--- src/rtl/mux8_rr_arbiter.sv ---
`default_nettype none
// ============================================================================
//  Module      : mux8_rr_arbiter
//  Description : Round-robin arbiter sharing one 8:1 bit mux among eight
//                requesters. Drives the mux selects {s0,s1,s2} with the
//                granted index and registers the selected data bit on out.
//                A per-grant hold limit bounds how long one requester keeps
//                the mux.
//  Revision    : 1.0 - initial release
// ============================================================================
module mux8_rr_arbiter #(
    parameter int HOLD_MAX = 4
) (
    input  logic       clk,
    input  logic       rst_n,
    input  logic [7:0] req,
    input  logic [7:0] din,
    output logic [7:0] gnt,
    output logic       busy,
    output logic       s0,
    output logic       s1,
    output logic       s2,
    output logic       out
);

    localparam int                 c_cnt_w    = $clog2(HOLD_MAX + 1);
    localparam logic [c_cnt_w-1:0] c_hold_max = c_cnt_w'(HOLD_MAX);
    localparam logic [c_cnt_w-1:0] c_cnt_one  = c_cnt_w'(1);

    typedef enum logic [0:0] {
        ST_IDLE  = 1'b0,
        ST_GRANT = 1'b1
    } state_t;

    state_t             r_state,    w_state_nxt;
    logic [7:0]         r_gnt,      w_gnt_nxt;
    logic [2:0]         r_sel,      w_sel_nxt;
    logic               r_busy,     w_busy_nxt;
    logic               r_out,      w_out_nxt;
    logic [2:0]         r_ptr,      w_ptr_nxt;
    logic [c_cnt_w-1:0] r_hold_cnt, w_hold_nxt;

    // Scan start: the stored pointer when idle, the slot after the current
    // owner when granting (that is what ptr becomes on release, so the
    // same-edge re-arbitration already sees the advanced pointer).
    logic [2:0] w_base;
    logic       w_found;
    logic [2:0] w_win;
    logic       w_release;

    assign w_base    = (r_state == ST_GRANT) ? (r_sel + 3'd1) : r_ptr;
    assign w_release = ~req[r_sel] | (r_hold_cnt == c_hold_max);

    // Rotating priority search: first set request at or after w_base, mod 8.
    always_comb begin
        w_found = 1'b0;
        w_win   = 3'd0;
        for (int i = 7; i >= 0; i--) begin
            if (req[w_base + 3'(i)]) begin
                w_found = 1'b1;
                w_win   = w_base + 3'(i);
            end
        end
    end

    // Next-state and next-output logic; everything holds unless changed.
    always_comb begin
        w_state_nxt = r_state;
        w_gnt_nxt   = r_gnt;
        w_sel_nxt   = r_sel;
        w_busy_nxt  = r_busy;
        w_out_nxt   = r_out;
        w_ptr_nxt   = r_ptr;
        w_hold_nxt  = r_hold_cnt;
        case (r_state)
            ST_IDLE: begin
                w_out_nxt = 1'b0;
                if (w_found) begin
                    w_state_nxt = ST_GRANT;
                    w_gnt_nxt   = 8'b1 << w_win;
                    w_sel_nxt   = w_win;
                    w_busy_nxt  = 1'b1;
                    w_hold_nxt  = c_cnt_one;
                end
            end
            ST_GRANT: begin
                w_out_nxt = din[r_sel];
                if (w_release) begin
                    w_ptr_nxt = r_sel + 3'd1;
                    if (w_found) begin
                        // Back-to-back handover, no idle bubble.
                        w_gnt_nxt  = 8'b1 << w_win;
                        w_sel_nxt  = w_win;
                        w_hold_nxt = c_cnt_one;
                    end else begin
                        // Selects keep the last index while idle.
                        w_state_nxt = ST_IDLE;
                        w_gnt_nxt   = 8'd0;
                        w_busy_nxt  = 1'b0;
                        w_out_nxt   = 1'b0;
                    end
                end else begin
                    w_hold_nxt = r_hold_cnt + c_cnt_one;
                end
            end
            default: begin
                w_state_nxt = ST_IDLE;
            end
        endcase
    end

    // State and output registers with asynchronous clear.
    always_ff @(posedge clk or negedge rst_n) begin
        if (!rst_n) begin
            r_state    <= ST_IDLE;
            r_gnt      <= 8'd0;
            r_sel      <= 3'd0;
            r_busy     <= 1'b0;
            r_out      <= 1'b0;
            r_ptr      <= 3'd0;
            r_hold_cnt <= '0;
        end else begin
            r_state    <= w_state_nxt;
            r_gnt      <= w_gnt_nxt;
            r_sel      <= w_sel_nxt;
            r_busy     <= w_busy_nxt;
            r_out      <= w_out_nxt;
            r_ptr      <= w_ptr_nxt;
            r_hold_cnt <= w_hold_nxt;
        end
    end

    assign gnt  = r_gnt;
    assign busy = r_busy;
    assign s0   = r_sel[2];
    assign s1   = r_sel[1];
    assign s2   = r_sel[0];
    assign out  = r_out;

endmodule
`default_nettype wire

--- config.mk ---
export PLATFORM = sky130hd
export DESIGN_NAME = mux8_rr_arbiter
export DESIGN_NICKNAME = d
export VERILOG_FILES = /design/src/rtl/mux8_rr_arbiter.sv
export SDC_FILE = /design/constraint.sdc
export NUM_CORES = 1
export LEC_CHECK = 0
export CORE_UTILIZATION = 37
export DETAILED_ROUTE_END_ITERATION = 10
export GPL_TIMING_DRIVEN = 1
export PLACE_DENSITY = 0.62
export SYNTH_ARGS = -nofsm -noshare
export SYNTH_HDL_FRONTEND = slang
export SYNTH_SLANG_ARGS = --single-unit
--- constraint.sdc ---
create_clock -name clk -period 3.1 [get_ports clk]
set_clock_uncertainty 0.15 [all_clocks]
set_input_delay 0.775 -clock clk [delete_from_list [all_inputs] [get_ports clk]]
set_output_delay 0.775 -clock clk [all_outputs]
set_load 0.02 [all_outputs]
Yosys cells after proc, flatten, opt, wreduce, memory -nomap -nowiden
Cells that the tools add are included.
- register bits after elaboration: 20
- input bits: 18
- output and inout bits: 13
- word-level logic and storage cells: 93
- add/sub/neg operators: 9
- order comparisons: 9
- equality and inequality tests: 4
- shifts and indexed selects: 1
- multiplexer cells: 57
- bitwise gates (word level): 3
- reductions and logical operators: 3
- operator list (kind ; count):
    $mux W3 ; 13
    $lt A3 B4 Y1 const B ; 9
    $bmux W1 S3 ; 10
    $mux W1 ; 25
    $mux W8 ; 3
    $pmux W8 S2 ; 1
    $add A3 B3 Y3 const B ; 4
    $pmux W3 S2 ; 2
    $add A3 B1 Y3 const B ; 3
    $shl A1 B3 Y8 const A ; 1
    $add A3 B2 Y3 const B ; 2
    $pmux W1 S2 ; 3
    $ne A2 B2 Y1 const B ; 2
    $reduce_and A2 Y1 ; 2
    $eq A3 B3 Y1 const B ; 1
    $reduce_and A3 Y1 ; 1
    $ne A2 B1 Y1 const B ; 1
    $not A1 Y1 ; 2
    $or A1 B1 Y1 ; 1

Logic depth before layout (Yosys ltp)
Gate-level depths: netlist of the first run.
- depth after elaboration: 17
- depth in mapped cells: 13
- mapped depth without buffers: 11

Least setup slack after synthesis of the first run
No wires, ideal clock.
- path kind: flip-flop to flip-flop
- start point: register r_sel[1]
- end point: register r_gnt[0] (netlist: gnt[0])
- library setup time: 0.110 ns
- arrival time: 3.114 ns
- data required time: 2.840 ns
- setup slack: -0.275 ns
- cell stages (with the launch flop): 11
- path buffers: 1
- clock period less this slack: 3.375 ns
- cells stage by stage: dfrtp_1 -> ha_1 -> mux2_4 -> ha_1 -> buf_1 -> mux4_2 -> a222oi_1 -> o41ai_1 -> a211oi_2 -> nor2_2 -> o41ai_1
- word-level cells in the longest chain between the ends: 17
- elaborated cells on any way between the ends: 53
- those cells by class: 8 x add/sub; 2 x eq/ne; 1 x shift; 39 x mux; 2 x bitwise; 1 x reduce/logical
- ends and longest elaborated chain (element ; RTL line ; text):
    start, declared ; 37 ; logic [2:0] r_sel, w_sel_nxt;
    start signal, assigned ; 125 ; r_sel <= w_sel_nxt;
    $add A3 B1 Y3 ; 51 ; assign w_base = (r_state == ST_GRANT) ? (r_sel + 3'd1) : r_ptr;
    $mux W3 ; 51 ;
    $add A3 B3 Y3 ; 59, 61 ;
    $bmux W1 S3 ; 59 ; if (req[w_base + 3'(i)]) begin
    $mux W1 (implied by the code) ; 59 ;
    $mux W3 (8 in series) ; 59 ;
    $shl A1 B3 Y8 ; 80, 92 ;
    $mux W8 ; 90 ; if (w_found) begin
    $mux W8 ; 88 ; if (w_release) begin
    $pmux W8 S2 ; 75 ; case (r_state)
    end signal, assigned ; 124 ; r_gnt <= w_gnt_nxt;
    end, declared ; 36 ; logic [7:0] r_gnt, w_gnt_nxt;
Parallel ways exist; a longest one is shown, timed or not. The select of a mux whose other input is x is not followed.
A chain may end at the register's enable or synchronous reset.

Worst setup path in the final report of the first run
- start point: register r_sel[1]
- end point: register r_gnt[4] (netlist: gnt[4])
Same word-level chain as after synthesis.

==> run_results.csv, run 1 <==
group,metric,value,unit
status,status,"finished with violations",
status,violations,"setup timing",
detailed_routing,drc,0,
floorplanning,die_x,76.2,um
grt,grt_pass1_vias,1958,
run,drv_cap,0,
cells_and_area,drive_above_1_share,0.426,
critical_path,worstPathArrival,3.11,ns
logic_synthesis,synth_enable_flop_cells,0,
grt,grt_util_all_layers,0.206,
place,dp_hpwl,4710,um
cells_and_area,final_common_cell,"buf_4",
timing,final.setup.worst_slack,-0.00644,ns
cts,clkSinkCount,20,
floorplanning,core,5200,um^2
cts,tritoncts,"built",
cells_and_area,fillers,465,
cts,cts_made_buffers,3,
grt,grt_max_degree,21,
cells_and_area,seq_area,502,um^2
cts,clockBufferDepth,2,
cells_and_area,multi_input_area,1720,um^2
timing,hold_violations,0,
timing,slew_headroom,0.709,
detailed_routing,viasPerCell,5.78,
floorplanning,die_h,76.2,um
logic_synthesis,synth-async-reset-ratio,1.00,
timing,drv_slew,0,
logic_synthesis,yosys_warnings,0,
critical_path,crit_path_end_kind,"flip-flop",
place,place_congestion,0.920,
logic_synthesis,netlist_area,2030,um^2
critical_path,worstPathRequired,3.11,ns
timing,finalCriticalPeriod,3.11,ns
place,numPortBuffers,30,
grt,grt_pass1_wl,9580,um
logic_synthesis,synth_cells,208,
detailed_routing,routed_wl,6250,um
timing,max_clock_freq,322,MHz
grt,antenna_found_initial,0,
logic_synthesis,synth.avg_cell_area,9.78,um^2
logic_synthesis,synth_top_cell_area_share,0.246,
detailed_routing,dr.pass1.iters,4,
detailed_routing,wl_per_cell,17.3,um
logic_synthesis,synthFlopType,"dfrtp_1",
timing,rsz0062_at_grt,"yes",
worst_hold_path,min_path_type,"flip-flop to flip-flop",
floorplanning,start_util,0.391,
timing,setup_viol,2,
place,place_area,2760,um^2
cells_and_area,nets,315,
logic_synthesis,ys_types,67,
floorplanning,dieArea,5800,um^2
critical_path,rr_worst_depth,10,
logic_synthesis,seq_area_frac_synth,0.246,
critical_path,critPathMaxFanout,5,
critical_path,worstSetupPathType,"flip-flop to flip-flop",
detailed_routing,ant_nets,0,
cts,clk_pin_slew_worst_paths,0.08,ns
detailed_routing,routed-via-count,2085,
timing,finalCritPeriodShare,1.00,
cells_and_area,synthToLayoutAreaGrowth,54.6,%
cts,htreeDepth,1,
logic_synthesis,ys_seq_elements,20,
cells_and_area,diodes,0,
cells_and_area,final_area,3150,um^2
cts,clockRootBuffer,"clkbuf_8",
floorplanning,ios,31,
cts,clock_latency,0.26,ns
floorplanning,row_count,26,
logic_synthesis,synth_nets,231,
worst_hold_path,holdPathStages,2,
detailed_routing,dr.first_iter.drc_count,204,
logic_synthesis,synth_area_leader_cell,"dfrtp_1",
timing,tightest_slew,0.432,ns
critical_path,cp-start-kind,"flip-flop",
cells_and_area,layout_common_cells,"56 x buf_4, 30 x clkdlybuf4s50_1, 20 x nand2_1",
logic_synthesis,synth.area.top_cells,"dfrtp_1 25%, mux4_2 7.7%, mux2i_1 3.9%",
grt,overflow,0,
-- path summary, 6_finish.rpt --
check	from	endpoint	slack, ns
min	gnt[0]$_DFFE_PN0P_	gnt[0]$_DFFE_PN0P_	0.34
max reg2reg	r_sel[1]$_DFFE_PN0P_	gnt[4]$_DFFE_PN0P_	-0.006
max in group asynchronous	rst_n	r_sel[1]$_DFFE_PN0P_	1.88
min in group asynchronous	rst_n	gnt[1]$_DFFE_PN0P_	0.69
min reg2reg	gnt[0]$_DFFE_PN0P_	gnt[0]$_DFFE_PN0P_	0.34
max	r_sel[1]$_DFFE_PN0P_	gnt[4]$_DFFE_PN0P_	-0.006
-- critical path, stage by stage, from the launching register on --
cell	delay, ns
dfrtp_2	0.43
ha_4	0.24
mux2_4	0.30
ha_4	0.28
mux4_2	0.33
a222oi_1	0.32
o41ai_2	0.14
a211oi_2	0.33
buf_4	0.19
nor3_4	0.05
a32o_1	0.23
-- state kept, by name, summed over array words and instances, names as in the netlist --
signal      flops
busy            1
gnt             8
out             1
r_hold_cnt      3
r_ptr           3
r_sel           3
r_state         1
-- logic make-up after synthesis --
| family | synth area share |
|---|---|
| adders and majority gates | 0.0308 |
| xor gates and xnor gates | 0.0467 |
| buffers and inverters | 0.0418 |
| muxes | 0.188 |
| and+or+nand+nor | 0.165 |
| AOI/OAI and AO/OA | 0.282 |
| DFF | 0.246 |
-- cells in the mapped netlist (2+ instances only) --
cell type / instances
mux4_2: 7
a21oi_1: 11
nand2b_1: 4
o41ai_1: 2
xnor2_1: 3
dfrtp_1: 20
inv_1: 5
buf_2: 3
nor3_1: 3
a21o_1: 2
o21ai_1: 4
o211a_1: 4
and2_1: 2
nor2_1: 7
nand3_1: 10
o2111ai_1: 2
buf_6: 3
o21ai_0: 15
o22ai_1: 3
mux2_2: 6
o41ai_2: 3
nand4_1: 2
nand2_1: 21
a32o_1: 4
and3_1: 4
ha_1: 5
mux2i_1: 8
mux2_4: 2
o211ai_1: 3
o221ai_1: 2
a21boi_1: 2
-- timing repair --
action / CTS / global route
hold buffers: 0 / 0
pin swaps: 2 / 20
gates cloned: 0 / 0
gates resized for setup: 10 / 35
endpoints found under the setup margin: 7 / 13
buffers inserted: 0 / 8
-- cell type report --
| class | instances | area share |
|---|---|---|
| Sequential cell | 20 | 0.160 |
| Tap cell | 70 | 0.0278 |
| Inverter | 7 | 0.00915 |
| Clock buffer | 3 | 0.0131 |
| Timing Repair Buffer | 87 | 0.234 |
| Clock inverter | 1 | 0.00955 |
| Multi-Input combinational cell | 173 | 0.547 |
-- stage by stage --
stage               setup TNS [ns]  setup WS [ns]  instances  hold WS (ns)   util
floorplan                        0       0.000295        208         0.323      -
global placement             -1.91         -0.240        350         0.319  0.530
detailed placement           -1.96         -0.252        350         0.318  0.530
CTS                              0        0.00369        354         0.337  0.554
global route                -0.356        -0.0546        361         0.384  0.604
finish                     -0.0112       -0.00644        361         0.340  0.604
-- metal layers --
layer  global-route usage  vias up  share of wire
met5                    0        -              0
met4               0.0615        0          0.016
met3               0.0132        8          0.052
met2                0.369       68           0.50
met1                0.266     1028           0.43
li1                     -      981              -
Power of run 1 is left out: the tool's default activity adds up to more than one toggle a clock period on the data nets, which glitch-free logic cannot reach.
==> inputs of run 2 (changes only) <==
--- a/config.mk
+++ b/config.mk
@@ -9,6 +9,7 @@
 export DETAILED_ROUTE_END_ITERATION = 10
 export GPL_TIMING_DRIVEN = 1
 export PLACE_DENSITY = 0.62
+export RECOVER_POWER = 25
 export SYNTH_ARGS = -nofsm -noshare
 export SYNTH_HDL_FRONTEND = slang
 export SYNTH_SLANG_ARGS = --single-unit
==> run 2 against run 1 <==
  * The flow now finishes without violations
  * Cell area shrank 0.12%
  * Count of clock-buffer cells in the layout is the same
  * Sequential cell count is the same
  * Non-clock buffer count is the same
  * Worst hold slack is essentially flat
  * Sequential share of layout area is essentially flat
  * Cell count is the same
  * Highest routed layer unchanged
  * Utilization shrank 0.072 points
  * Critical endpoint unchanged
==> run_results.csv, run 2 (synthesis results as in run 1) <==
group,metric,value,unit
status,status,"finished, final reports clean",
timing,fin_tns_setup,0,ns
timing,slew_headroom,0.275,
critical_path,worstSetupPathType,"flip-flop to flip-flop",
cells_and_area,fin_util,0.604,
cells_and_area,largest_reg_flops,8,
timing,drv_slew,0,
critical_path,r2r_start,"r_sel[1]$_DFFE_PN0P_",
place,place_congestion,0.920,
timing,finalCriticalPeriod,3.07,ns
grt,grt_busiest_layer,"met2",
run,drv_cap,0,
critical_path,worstSetupEndpoint,"gnt[4]$_DFFE_PN0P_",
cells_and_area,multi_input_area,1720,um^2
cells_and_area,diodes,0,
critical_path,critical_path_depth,10,
floorplanning,dieArea,5800,um^2
timing,hold_violations,0,
detailed_routing,routed_wl,6220,um
worst_hold_path,min_path_type,"flip-flop to flip-flop",
grt,grt_use_met1,0.266,
floorplanning,ios,31,
cts,clkSinkCount,20,
grt,gr-usage-met2,0.369,
timing,finalCritPeriodShare,0.992,
cts,cts_made_buffers,3,
cts,tritoncts,"built",
cts,clockBufferDepth,2,
critical_path,critPathMaxFanout,5,
cells_and_area,nets,315,
grt,gr-usage-met3,0.0132,
critical_path,crit_path_end_kind,"flip-flop",
grt,overflow,0,
place,numPortBuffers,30,
detailed_routing,viasPerCell,5.80,
cts,clockRootBuffer,"clkbuf_8",
critical_path,path_delay_family,"compound AO/OA/AOI/OAI gates",
detailed_routing,dr.first_iter.drc_count,184,
detailed_routing,dr.pass1.iters,6,
critical_path,cpMostUsedCell,"ha_4",
grt,grt_util_all_layers,0.206,
critical_path,cp-start-kind,"flip-flop",
floorplanning,die_h,76.2,um
critical_path,path_buf_inv,1,
critical_path,r2r-end,"gnt[4]$_DFFE_PN0P_",
floorplanning,start_util,0.391,
grt,grt_pass1_vias,1958,
critical_path,rrSetupSlack,0.03,ns
timing,setup_viol,0,
critical_path,cp_cell_sequence,"ha_4 -> mux2_4 -> ha_4 -> mux4_2 -> a222oi_1 -> o41ai_2 -> a211oi_2 -> buf_4 -> nor3_4 -> a32o_1",
grt,grt_pass1_wl,9580,um
cts,clk_pin_slew_worst_paths,0.08,ns
timing,rsz0062_at_grt,"yes",
timing,tightest_slew,1.09,ns
critical_path,crit_slowest_cell,"dfrtp_2",
timing,max_clock_freq,325,MHz
detailed_routing,ant_nets,0,
cells_and_area,layout_common_cells,"55 x buf_4, 29 x clkdlybuf4s50_1, 20 x nand2_1",
cells_and_area,fillers,465,
cts,holdBufCountCts,0,
detailed_routing,routed-via-count,2094,
floorplanning,die_x,76.2,um
grt,antenna_found_initial,0,
critical_path,max_stage_delay,0.43,ns
critical_path,worstPathRequired,3.11,ns
cells_and_area,drive_above_1_share,0.423,
critical_path,rr_worst_depth,10,
detailed_routing,drc,0,
floorplanning,row_count,26,
cts,clock_latency,0.26,ns
detailed_routing,wl_per_cell,17.2,um
cells_and_area,seq_area,502,um^2
cts,htreeDepth,1,
cells_and_area,final_common_cell,"buf_4",
cells_and_area,synthToLayoutAreaGrowth,54.4,%
critical_path,startpoint,"r_sel[1]$_DFFE_PN0P_",
grt,grt_max_degree,21,
place,dp_hpwl,4710,um
floorplanning,core,5200,um^2
critical_path,worstPathArrival,3.08,ns
run 2: cell types whose count changed in the layout (fill, tap and decap cells not counted):
cell	delta
buf_4	-1
clkbuf_1	+1
clkdlybuf4s50_1	-1
dlygate4sd3_1	+1
run 2: layer usage:
metal	wire length, um	part of all wire
met1	2660	0.43
met2	3130	0.50
met3	318	0.051
met4	104	0.017
met5	0	0
run 2: worst min-delay path by stage:
stage                            start                      end  cells past startpoint
6_report            gnt[0]$_DFFE_PN0P_       gnt[0]$_DFFE_PN0P_                      2
2_1_floorplan  r_hold_cnt[2]$_DFF_PN0_  r_hold_cnt[2]$_DFF_PN0_                      1
4_1_cts             gnt[2]$_DFFE_PN0P_       gnt[2]$_DFFE_PN0P_                      2
3_3_place_gp        gnt[2]$_DFFE_PN0P_       gnt[2]$_DFFE_PN0P_                      2
3_5_place_dp        gnt[1]$_DFFE_PN0P_       gnt[1]$_DFFE_PN0P_                      2
5_1_grt             gnt[5]$_DFFE_PN0P_       gnt[5]$_DFFE_PN0P_                      1
run 2: tightest hold or removal path, stage by stage (launching register included):
cell,delay (ns)
dfrtp_1,0.35
nand2_1,0.06
o41ai_2,0.05
run 2: cell type report:
class / count / area share
Multi-Input combinational cell: 173 / 0.548
Timing Repair Buffer: 87 / 0.233
Sequential cell: 20 / 0.160
Tap cell: 70 / 0.0279
Clock buffer: 3 / 0.0131
Clock inverter: 1 / 0.00956
Inverter: 7 / 0.00916
run 2: repair_timing:
item                                    CTS  global route
hold endpoints to repair                  0             0
gates cloned                              0             0
gates resized for setup                  10            35
pin swaps                                 2            20
endpoints found under the setup margin    7            13
setup buffers                             0             8
run 2: stage by stage:
| step | hold slack (ns) | std cells | setup WS, ns | instance area, um^2 |
|---|---|---|---|---|
| 2_1_floorplan | 0.323 | 208 | 0.000295 | 2050 |
| 3_3_place_gp | 0.319 | 350 | -0.240 | 2760 |
| 3_5_place_dp | 0.318 | 350 | -0.252 | 2760 |
| 4_1_cts | 0.337 | 354 | 0.00369 | 2880 |
| 5_1_grt | 0.384 | 361 | -0.0546 | 3140 |
| 6_report | 0.340 | 361 | 0.0255 | 3140 |
Power of run 2 is left out for the same reason.
==> inputs of run 3 (changes only) <==
--- a/config.mk
+++ b/config.mk
@@ -5,6 +5,7 @@
 export SDC_FILE = /design/constraint.sdc
 export NUM_CORES = 1
 export LEC_CHECK = 0
+export CORE_MARGIN = 3
 export CORE_UTILIZATION = 37
 export DETAILED_ROUTE_END_ITERATION = 10
 export GPL_TIMING_DRIVEN = 1
==> run 3 against run 2 <==
  * The flow now finishes with violations (setup timing)
  * Sequential cell count did not move
  * Non-clock buffer count fell by 8
  * Cell count fell by 2.2%
  * First-iteration DRC count rose by 5.4%
  * Critical path depth did not move
  * Global-route usage fell by 0.64 points
  * Via count fell by 0.72%
  * Worst hold slack improved by 0.0016 ns
  * Register-to-register slack got worse by 0.05 ns
  * Sequential share of layout area rose by 0.96 points
  * Cell area fell by 5.7%
  * Critical path type unchanged
==> run_results.csv, run 3 (synthesis results as in run 1) <==
group,metric,value,unit
status,status,"finished with violations",
status,violations,"setup timing",
place,numPortBuffers,30,
timing,finalCriticalPeriod,3.12,ns
floorplanning,core,5200,um^2
place,place_area,2710,um^2
critical_path,crit_slowest_cell,"dfrtp_1",
cells_and_area,synthToLayoutAreaGrowth,45.7,%
critical_path,worstPathRequired,3.11,ns
cts,tritoncts,"built",
run,drv_cap,0,
detailed_routing,drc,0,
grt,grt_util_all_layers,0.200,
place,dp_hpwl,4690,um
worst_hold_path,min_path_type,"flip-flop to flip-flop",
timing,hold_violations,0,
grt,grt_pass1_vias,2043,
timing,finalCritPeriodShare,1.01,
cells_and_area,layout_common_cells,"47 x buf_4, 29 x clkdlybuf4s50_1, 21 x nand2_1",
cells_and_area,seq_area,502,um^2
cts,cts_made_buffers,3,
floorplanning,dieArea,6420,um^2
cts,htreeDepth,1,
cts,holdBufCountCts,0,
timing,rsz0062_at_grt,"yes",
timing,tightest_slew,1.05,ns
timing,drv_slew,0,
cells_and_area,drive_above_1_share,0.385,
cells_and_area,diodes,0,
cells_and_area,nets,307,
detailed_routing,wl_per_cell,17.2,um
detailed_routing,viasPerCell,5.89,
cells_and_area,final_cells,353,
grt,overflow,0,
detailed_routing,routed-via-count,2079,
place,preCtsSetupSlack,-0.335,ns
cts,clockBufferDepth,2,
timing,slew_headroom,0.302,
critical_path,cp-start-kind,"flip-flop",
floorplanning,ios,31,
cts,clockRootBuffer,"clkbuf_8",
cts,clkSinkCount,20,
timing,setup_viol,1,
timing,final.setup.worst_slack,-0.0224,ns
timing,max_clock_freq,320,MHz
critical_path,worstPathArrival,3.13,ns
critical_path,max_stage_delay,0.41,ns
floorplanning,die_h,80.2,um
cts,clk_pin_slew_worst_paths,0.07,ns
critical_path,cp_cell_sequence,"ha_4 -> mux2_4 -> ha_4 -> mux4_2 -> a222oi_1 -> o41ai_2 -> a211oi_2 -> buf_4 -> nor2_4 -> o41ai_4",
critical_path,critPathMaxFanout,4,
floorplanning,die_x,80.2,um
detailed_routing,ant_nets,0,
grt,grt_pass1_wl,10000,um
floorplanning,row_count,26,
cells_and_area,multi_input_area,1610,um^2
cells_and_area,final_common_cell,"buf_4",
critical_path,worstSetupPathType,"flip-flop to flip-flop",
cells_and_area,final_area,2960,um^2
grt,antenna_found_initial,0,
detailed_routing,routed_wl,6090,um
detailed_routing,dr.pass1.iters,4,
cts,clock_latency,0.26,ns
critical_path,cpMostUsedCell,"ha_4",
place,place_congestion,0.964,
place,dp_cells,343,
detailed_routing,dr.first_iter.drc_count,194,
cells_and_area,fillers,461,
grt,grt_max_degree,21,
floorplanning,start_util,0.391,
critical_path,crit_path_end_kind,"flip-flop",
timing,whs,0.341,ns
cells_and_area,largest_reg_flops,8,
## run 3: changes by cell type in the layout (fill, tap and decap cells not counted), sizes merged
| cell | before | now |
|---|---|---|
| clkbuf | 4 | 5 |
| bufinv | 1 | 0 |
| buf | 56 | 48 |
## run 3: stage by stage
step / util / TNS (ns)
after floorplan: - / 0
after global placement: 0.520 / -2.02
after detailed placement: 0.520 / -2.24
after CTS: 0.547 / -0.00607
after global routing: 0.569 / -1.24
final: 0.569 / -0.0224
## run 3: final cells by class
| class | instances | share of cell area |
|---|---|---|
| clock buffers | 4 | 0.0186 |
| inverters | 7 | 0.00971 |
| multi-input cells | 173 | 0.545 |
| flip-flops and latches | 20 | 0.169 |
| well taps | 70 | 0.0295 |
| repair buffers | 79 | 0.228 |
## run 3: layer usage
| metal | routed length, um | global-route usage | up-vias | share of wire |
|---|---|---|---|---|
| met5 | 0 | 0 | - | 0 |
| met4 | 188 | 0.0777 | 0 | 0.031 |
| met1 | 2510 | 0.254 | 1008 | 0.41 |
| met2 | 2990 | 0.350 | 85 | 0.49 |
| li1 | - | - | 973 | - |
| met3 | 398 | 0.0135 | 13 | 0.065 |
## run 3: worst paths after layout
kind                                      start                    to  slack (ns)  depth (start not counted)
min in group asynchronous                 rst_n    gnt[1]$_DFFE_PN0P_        1.06                          2
max reg2reg                r_sel[0]$_DFFE_PN0P_    gnt[2]$_DFFE_PN0P_       -0.02                         10
max in group asynchronous                 rst_n  r_sel[1]$_DFFE_PN0P_        1.04                          2
min reg2reg                  gnt[3]$_DFFE_PN0P_    gnt[3]$_DFFE_PN0P_        0.34                          2
min                          gnt[3]$_DFFE_PN0P_    gnt[3]$_DFFE_PN0P_        0.34                          2
max                        r_sel[0]$_DFFE_PN0P_    gnt[2]$_DFFE_PN0P_       -0.02                         10
## run 3: repair_timing
item,in CTS,in global routing
pin swaps,6,8
resized for setup,15,14
setup buffers,1,5
endpoints found under the setup margin,9,12
## run 3: worst max-delay path: cells and delay by family (launching register included)
family	cells	cell delay (ns)
flip-flops	1	0.41
multiplexers	2	0.61
adder cells (fa/ha/maj)	2	0.54
buffers and inverters	1	0.17
AO/OA/AOI/OAI	4	1.08
AND/OR/NAND/NOR	1	0.06
Power of run 3 is left out for the same reason.
